--- config.mk ---
export PLATFORM = sky130hd
export DESIGN_NAME = mem_store_buffer
export DESIGN_NICKNAME = d
export VERILOG_FILES = /design/src/rtl/mem_sb_pkg.sv /design/src/rtl/sb_fifo.sv /design/src/rtl/mem_store_buffer.sv
export SDC_FILE = /design/constraint.sdc
export NUM_CORES = 1
export LEC_CHECK = 0
export CELL_PAD_IN_SITES_DETAIL_PLACEMENT = 1
export CELL_PAD_IN_SITES_GLOBAL_PLACEMENT = 1
export CORE_ASPECT_RATIO = 1.25
export CORE_UTILIZATION = 45
export CTS_CLUSTER_SIZE = 10
export DETAILED_ROUTE_END_ITERATION = 10
export HOLD_SLACK_MARGIN = 0.08
export PLACE_DENSITY = 0.84
export REMOVE_ABC_BUFFERS = 1
export SLEW_MARGIN = 5
export SYNTH_ARGS = -nofsm -noshare
export SYNTH_HDL_FRONTEND = slang
export SYNTH_SLANG_ARGS = --single-unit
export TNS_END_PERCENT = 5
--- constraint.sdc ---
create_clock -name clk -period 7.13 [get_ports clk]
set_clock_uncertainty 0.1 [all_clocks]
set_input_delay 1.426 -clock clk [delete_from_list [all_inputs] [get_ports clk]]
set_output_delay 1.426 -clock clk [all_outputs]
set_load 0.02 [all_outputs]
--- src/rtl/mem_sb_pkg.sv ---
// Shared types for the MEM-stage store buffer: FSM state encoding and the
// buffered store entry (word address plus data).
package mem_sb_pkg;

    localparam int SB_AW = 32;
    localparam int SB_DW = 32;

    typedef enum logic [1:0] {
        SB_IDLE,
        SB_WRITE,
        SB_READ
    } sb_state_t;

    // Only the word address is kept; byte offset bits never take part in a match.
    typedef struct packed {
        logic [SB_AW-1:2] addr;
        logic [SB_DW-1:0] data;
    } sb_entry_t;

endpackage

--- src/rtl/sb_fifo.sv ---
// Store buffer storage: circular FIFO of pending stores with a youngest-first
// address match used to forward buffered data to loads.
module sb_fifo
    import mem_sb_pkg::*;
#(
    parameter  int DEPTH = 4,
    localparam int PW    = $clog2(DEPTH)
) (
    input  logic             clk,
    input  logic             reset,
    input  logic             push,
    input  logic             pop,
    input  sb_entry_t        push_entry,
    output sb_entry_t        head,
    output logic [PW:0]      count,
    output logic             full,
    input  logic [SB_AW-1:2] lookup_addr,
    output logic             hit,
    output logic [SB_DW-1:0] hit_data
);

    sb_entry_t        mem [DEPTH];
    logic [DEPTH-1:0] valid;
    logic [PW-1:0]    wr_ptr;
    logic [PW-1:0]    rd_ptr;
    logic [PW-1:0]    scan_idx;

    always_ff @(posedge clk or posedge reset) begin
        if (reset) begin
            wr_ptr <= '0;
            rd_ptr <= '0;
            count  <= '0;
            valid  <= '0;
        end else begin
            // Clear before set so a full push+pop reuses the head slot correctly.
            if (pop) begin
                rd_ptr        <= rd_ptr + 1'b1;
                valid[rd_ptr] <= 1'b0;
            end
            if (push) begin
                wr_ptr        <= wr_ptr + 1'b1;
                valid[wr_ptr] <= 1'b1;
            end
            if (push && !pop) begin
                count <= count + 1'b1;
            end else if (pop && !push) begin
                count <= count - 1'b1;
            end
        end
    end

    always_ff @(posedge clk) begin
        if (push) begin
            mem[wr_ptr] <= push_entry;
        end
    end

    assign head = mem[rd_ptr];
    assign full = count[PW];

    // Scan from the newest entry (tail-1) back toward the head; first match wins.
    always_comb begin
        hit      = 1'b0;
        hit_data = '0;
        scan_idx = '0;
        for (int i = 1; i <= DEPTH; i++) begin
            scan_idx = wr_ptr - PW'(i);
            if (!hit && valid[scan_idx] && (mem[scan_idx].addr == lookup_addr)) begin
                hit      = 1'b1;
                hit_data = mem[scan_idx].data;
            end
        end
    end

endmodule

--- src/rtl/mem_store_buffer.sv ---
// Store buffer between the MEM stage and a req/ack data memory: stores retire
// into a FIFO and drain in the background; loads forward or read memory.
//
// state    | meaning
// ---------+-----------------------------------------------------------
// SB_IDLE  | no memory transaction; picks a load miss first, else a drain
// SB_WRITE | head store in flight; popped on mem_ack
// SB_READ  | load miss in flight; data returned to the pipeline on mem_ack
module mem_store_buffer
    import mem_sb_pkg::*;
#(
    parameter int DEPTH = 4,
    parameter int AW    = SB_AW,
    parameter int DW    = SB_DW
) (
    input  logic          clk,
    input  logic          reset,
    input  logic          memwriteM,
    input  logic          memreadM,
    input  logic [AW-1:0] addrM,
    input  logic [DW-1:0] wdataM,
    output logic [DW-1:0] rdataM,
    output logic          stallM,
    output logic          sb_empty,
    output logic          mem_req,
    output logic          mem_we,
    output logic [AW-1:0] mem_addr,
    output logic [DW-1:0] mem_wdata,
    input  logic          mem_ack,
    input  logic [DW-1:0] mem_rdata
);

    localparam int PW = $clog2(DEPTH);

    sb_state_t     state;
    sb_state_t     state_nxt;
    sb_entry_t     new_entry;
    sb_entry_t     head;
    logic [PW:0]   count;
    logic          full;
    logic          hit;
    logic [DW-1:0] hit_data;
    logic          is_store;
    logic          is_load;
    logic          load_miss;
    logic          req_done;
    logic          wr_done;
    logic          rd_done;
    logic          push;
    logic          pop;
    logic          launch_wr;
    logic          launch_rd;
    logic          addr_lsb_unused;

    // Word accesses only: the byte offset is dropped everywhere.
    assign addr_lsb_unused = ^addrM[1:0];

    // A simultaneous sw/lw is handled as a store.
    assign is_store  = memwriteM;
    assign is_load   = memreadM & ~memwriteM;
    assign load_miss = is_load & ~hit;
    assign req_done  = mem_req & mem_ack;
    assign wr_done   = (state == SB_WRITE) & req_done;
    assign rd_done   = (state == SB_READ) & req_done;
    assign push      = is_store & (~full | wr_done);
    assign pop       = wr_done;
    assign new_entry = '{addr: addrM[AW-1:2], data: wdataM};

    sb_fifo #(.DEPTH(DEPTH)) u_fifo (
        .clk        (clk),
        .reset      (reset),
        .push       (push),
        .pop        (pop),
        .push_entry (new_entry),
        .head       (head),
        .count      (count),
        .full       (full),
        .lookup_addr(addrM[AW-1:2]),
        .hit        (hit),
        .hit_data   (hit_data)
    );

    always_ff @(posedge clk or posedge reset) begin
        if (reset) begin
            state <= SB_IDLE;
        end else begin
            state <= state_nxt;
        end
    end

    always_comb begin
        state_nxt = state;
        launch_wr = 1'b0;
        launch_rd = 1'b0;
        unique case (state)
            SB_IDLE: begin
                if (load_miss) begin
                    state_nxt = SB_READ;
                    launch_rd = 1'b1;
                end else if (count != '0) begin
                    state_nxt = SB_WRITE;
                    launch_wr = 1'b1;
                end
            end
            SB_WRITE: begin
                if (wr_done) begin
                    state_nxt = SB_IDLE;
                end
            end
            SB_READ: begin
                if (rd_done) begin
                    state_nxt = SB_IDLE;
                end
            end
            default: state_nxt = SB_IDLE;
        endcase
    end

    // Request fields are registered with the state change and held until ack.
    always_ff @(posedge clk or posedge reset) begin
        if (reset) begin
            mem_req   <= 1'b0;
            mem_we    <= 1'b0;
            mem_addr  <= '0;
            mem_wdata <= '0;
        end else if (launch_rd) begin
            mem_req  <= 1'b1;
            mem_we   <= 1'b0;
            mem_addr <= {addrM[AW-1:2], 2'b00};
        end else if (launch_wr) begin
            mem_req   <= 1'b1;
            mem_we    <= 1'b1;
            mem_addr  <= {head.addr, 2'b00};
            mem_wdata <= head.data;
        end else if (req_done) begin
            mem_req <= 1'b0;
        end
    end

    always_comb begin
        stallM = 1'b0;
        rdataM = '0;
        if (is_store) begin
            stallM = ~push;
        end else if (is_load) begin
            if (hit) begin
                rdataM = hit_data;
            end else if (rd_done) begin
                rdataM = mem_rdata;
            end else begin
                stallM = 1'b1;
            end
        end
    end

    assign sb_empty = (count == '0) & (state == SB_IDLE);

endmodule

==> qor.csv <==
stage;metric;value;unit
synthesis;main area contributors after synthesis;edfxtp_1, mux4_2, dfrtp_1, mux2i_1, xnor2_1;
pwr;Peak VDD IR;407.5;uV
global_routing;global-route wire length before repair;114100;microns
critical_path;crit-path most repeated cell;buf_4;
critical_path;crit-path leading delay family;buffers and inverters;
critical_path;FF-to-FF Start;u_fifo.wr_ptr[1];
floorplan;initial core utilization;0.4572;
cts;Clk Latency, worst-skew pair;0.55;ns
critical_path;Crit Reg-Reg Endpoint;mem_wdata[0];
final_layout;share of cells above drive strength 1;0.2438;
critical_path;crit-path max cell delay;0.66;ns
global_routing;pin count of the biggest net entering global routing;119;
critical_path;largest fanout on the critical path;24;
critical_path;Crit Path Class;reg -> out;
floorplan;die area;51230;sq um
drt;Post-route DRC;0;
global_routing;number of global-route vias before repair;17890;
final_layout;area grow syn2layout;17.07;%
synthesis;post-synthesis sequential element count;325;
critical_path;reg2reg setup slack;2.07;ns
cts;Sink Count;325;
place;HPWL after DPL;50260;microns
drt;via count;16630;
sta;Max-Slew Margin vs Limit;0.2393;
place;GP Congestion;0.9443;
worst_hold_path;worst min path class;reg -> reg;
synthesis;top cell type's share of synthesized area;0.3289;
critical_path;CP required;5.60;ns
pwr;Pleak;9.060;nW
critical_path;CP max stage cell;clkdlybuf4s50_1;
cts;Num CTS Buffers;40;
final_layout;# nets final;1905;
final_layout;FILL cells;4846;
sta;min cycle time layout;6.920;ns
drt;DRT Pass-1 Iters;8;
cts;clock transition at the registers of the reported paths;0.06;ns
global_routing;GR Overflow Total;0;
critical_path;Crit. path cell count;15;
cts;CTS tree;yes;
drt;final wirelength;75220;microns
critical_path;Worst setup EP type;primary output;
synthesis;cell taking the most area after synthesis;edfxtp_1;
critical_path;Buf+Inv Stages, Crit Path;5;
synthesis;Synth cell types;81;
pwr;Power Density;437.6;nW/um^2
cts;clk buf depth;3;
sta;final hold violation count;0;
cts;hold buffers post-CTS;0;
floorplan;Die H;252.8;microns
sta;Worst-Margin Slew;1.141;ns
cts;CTS root buf;clkbuf_16;
floorplan;Cell Rows;91;
sta;Setup TNS Final;0;ns
status;status;completed;
critical_path;CP startpoint;u_fifo.wr_ptr[1];
floorplan;core area;49530;sq um
place;PortBufs;196;
synthesis;Seq/Total Area, Yosys;0.4139;
drt;wire per inst;30.33;microns
sta;Fin Hold WS;0.3841;ns
critical_path;cells along the critical path;inv_1 > ha_4 > buf_4 > mux4_2 > a222oi_1 > nand3_1 > a221oi_2 > nand2_1 > nor4_4 > buf_4 > nand3b_1 > buf_12 > o2bb2ai_1 > nor3_1 > clkdlybuf4s50_1;
drt;Detailed Route Iter0 Violations;1371;
sta;RSZ-0062 raised after global routing;no;
synthesis;post-synthesis cell count;1632;
critical_path;Worst Setup Start Kind;flip-flop;
drt;Via-to-Cell Ratio;6.705;
synthesis;mean post-synth cell area;13.88;sq um
critical_path;R2R cell count;15;
flow_run;max_cap viols;0;
sta;fin crit share;0.9706;
final_layout;Layout Cell Area excl Fill;26510;sq um
floorplan;# IOs;201;
critical_path;Arrival @ worst endpoint;5.39;ns
place;placed inst area;25320;sq um
drt;antenna viol nets, final;0;
synthesis;asr flop ratio synth;0.2369;
sta;# setup viols final;0;
floorplan;die width;202.6;microns
synthesis;YS warnings;0;
synthesis;Netlist Area Pre-Place;22650;sq um
global_routing;antenna violations before repair;8;
critical_path;Setup crit end;rdataM[7];
synthesis;Post-synth EDFFs;248;
global_routing;GRT Total Usage;0.2962;
cts;H-tree depth;2;
synthesis;most frequent cells after synthesis;mux4_2, edfxtp_1, mux2i_1, xnor2_1, dfrtp_1;
sta;fmax;144.5;MHz
synthesis;count leader, synth;mux4_2;
sta;Max Slew Vio Count;0;
synthesis;Synth Flop Type;edfxtp_1;
[worst reg2reg max path: stages, from the launching register on]
cell and delay (ns):
dfrtp_4 0.42, inv_1 0.09, ha_4 0.57, buf_4 0.45, mux4_2 0.40, a222oi_1 0.40, nand3_1 0.16, a221oi_2 0.37
nand4_1 0.29, buf_4 0.25, nand2_1 0.13, nor3b_2 0.11, buf_4 0.18, a21boi_4 0.17, buf_4 0.44, mux2_1 0.40
[worst min path at each step]
stage	to	startpoint	cells after the start	slack (ns)
after floorplan	u_fifo.count[2]	u_fifo.count[2]	1	0.38
after global placement	mem_wdata[12]	mem_wdata[12]	1	0.37
after detailed placement	mem_wdata[8]	mem_wdata[8]	1	0.38
after CTS	mem_wdata[15]	mem_wdata[15]	1	0.39
after global routing	mem_wdata[8]	mem_wdata[8]	1	0.40
final	mem_wdata[8]	mem_wdata[8]	1	0.38
[where the power goes]
group          internal [mW]  total (mW)  switching, mW
Clock                   1.09        1.88          0.798
Combinational           3.26        6.72           3.46
Sequential              2.54        3.00          0.455
[cells in the final DEF, fill, tap and decap left out, types with 5 or more instances in the layout]
cell type        count
clkdlybuf4s50_1    196
mux2_1              34
nor4_1               6
a21o_1               5
a221oi_2            16
a22oi_1              8
nand2_1             76
clkbuf_1            26
o21ai_0             19
a221oi_1            18
nand4_1             21
nor2_1              53
ha_1                 8
mux4_2             260
buf_4               66
o21bai_1            13
o2bb2ai_1           17
nor3_1              61
xor2_1              25
edfxtp_1           248
nand3_1              6
mux2i_1            108
clkbuf_16           40
a211oi_1            13
a21oi_1             18
and2_1              12
mux2_2              18
xnor2_1             89
and3_1              43
nand2b_1            12
o22ai_1             23
o21a_1              11
nor3_2               6
dfrtp_1             73
inv_1               48
nor2b_1             15
o21ai_1             13
buf_12              11
[layer usage]
layer	up-vias	part of all wire	global-route usage
met1	8830	0.38	0.3664
li1	6914	-	-
met5	-	0.00061	0
met3	168	0.054	0.04118
met4	8	0.039	0.1252
met2	708	0.52	0.5191
[timing repair]
item	4_1_cts	5_1_grt
setup buffers	0	0
gates resized for setup	0	1
setup endpoints to repair	0	2
[stage by stage]
stage	utilization	cells	worst slack [ns]	total power [mW]
after floorplan	-	1478	-13.47	8.432
after global placement	0.5113	2403	0.4174	9.489
after detailed placement	0.5113	2403	0.3669	9.719
after CTS	0.5350	2476	0.08604	11.67
after global routing	0.5352	2479	0.02657	12.14
final	0.5353	2480	0.2096	11.60
[cell families after synthesis]
| kind of cell | count (synthesis) | synth area share |
|---|---|---|
| and+or+nand+nor | 340 | 0.07962 |
| xor gates and xnor gates | 114 | 0.04409 |
| buffers and inverters | 204 | 0.04812 |
| DFF | 325 | 0.4139 |
| AOI/OAI and AO/OA | 218 | 0.07603 |
| adders and majority gates | 10 | 0.005857 |
| other | 1 | 0.0001656 |
| muxes | 420 | 0.3322 |
[state kept, by name, summed over array words and instances, names as in the netlist]
register,count
u_fifo.mem,248
mem_wdata,32
mem_addr,30
u_fifo.valid,4
u_fifo.count,3
state,2
u_fifo.rd_ptr,2
u_fifo.wr_ptr,2
mem_req,1
mem_we,1
[area by class of cell]
cell class | count | area [sq um] | share of cell area
multi-input combinational | 1104 | 12250 | 0.4621
sequential | 325 | 9389 | 0.3542
clock buffer | 66 | 1099 | 0.04144
inverter | 49 | 186.4 | 0.007032
antenna | 4 | 10.01 | 0.0003776
clock inverter | 7 | 73.82 | 0.002785
timing repair buffer | 274 | 2689 | 0.1014
tap | 651 | 814.5 | 0.03072
Power figures use the tool's default switching activity.
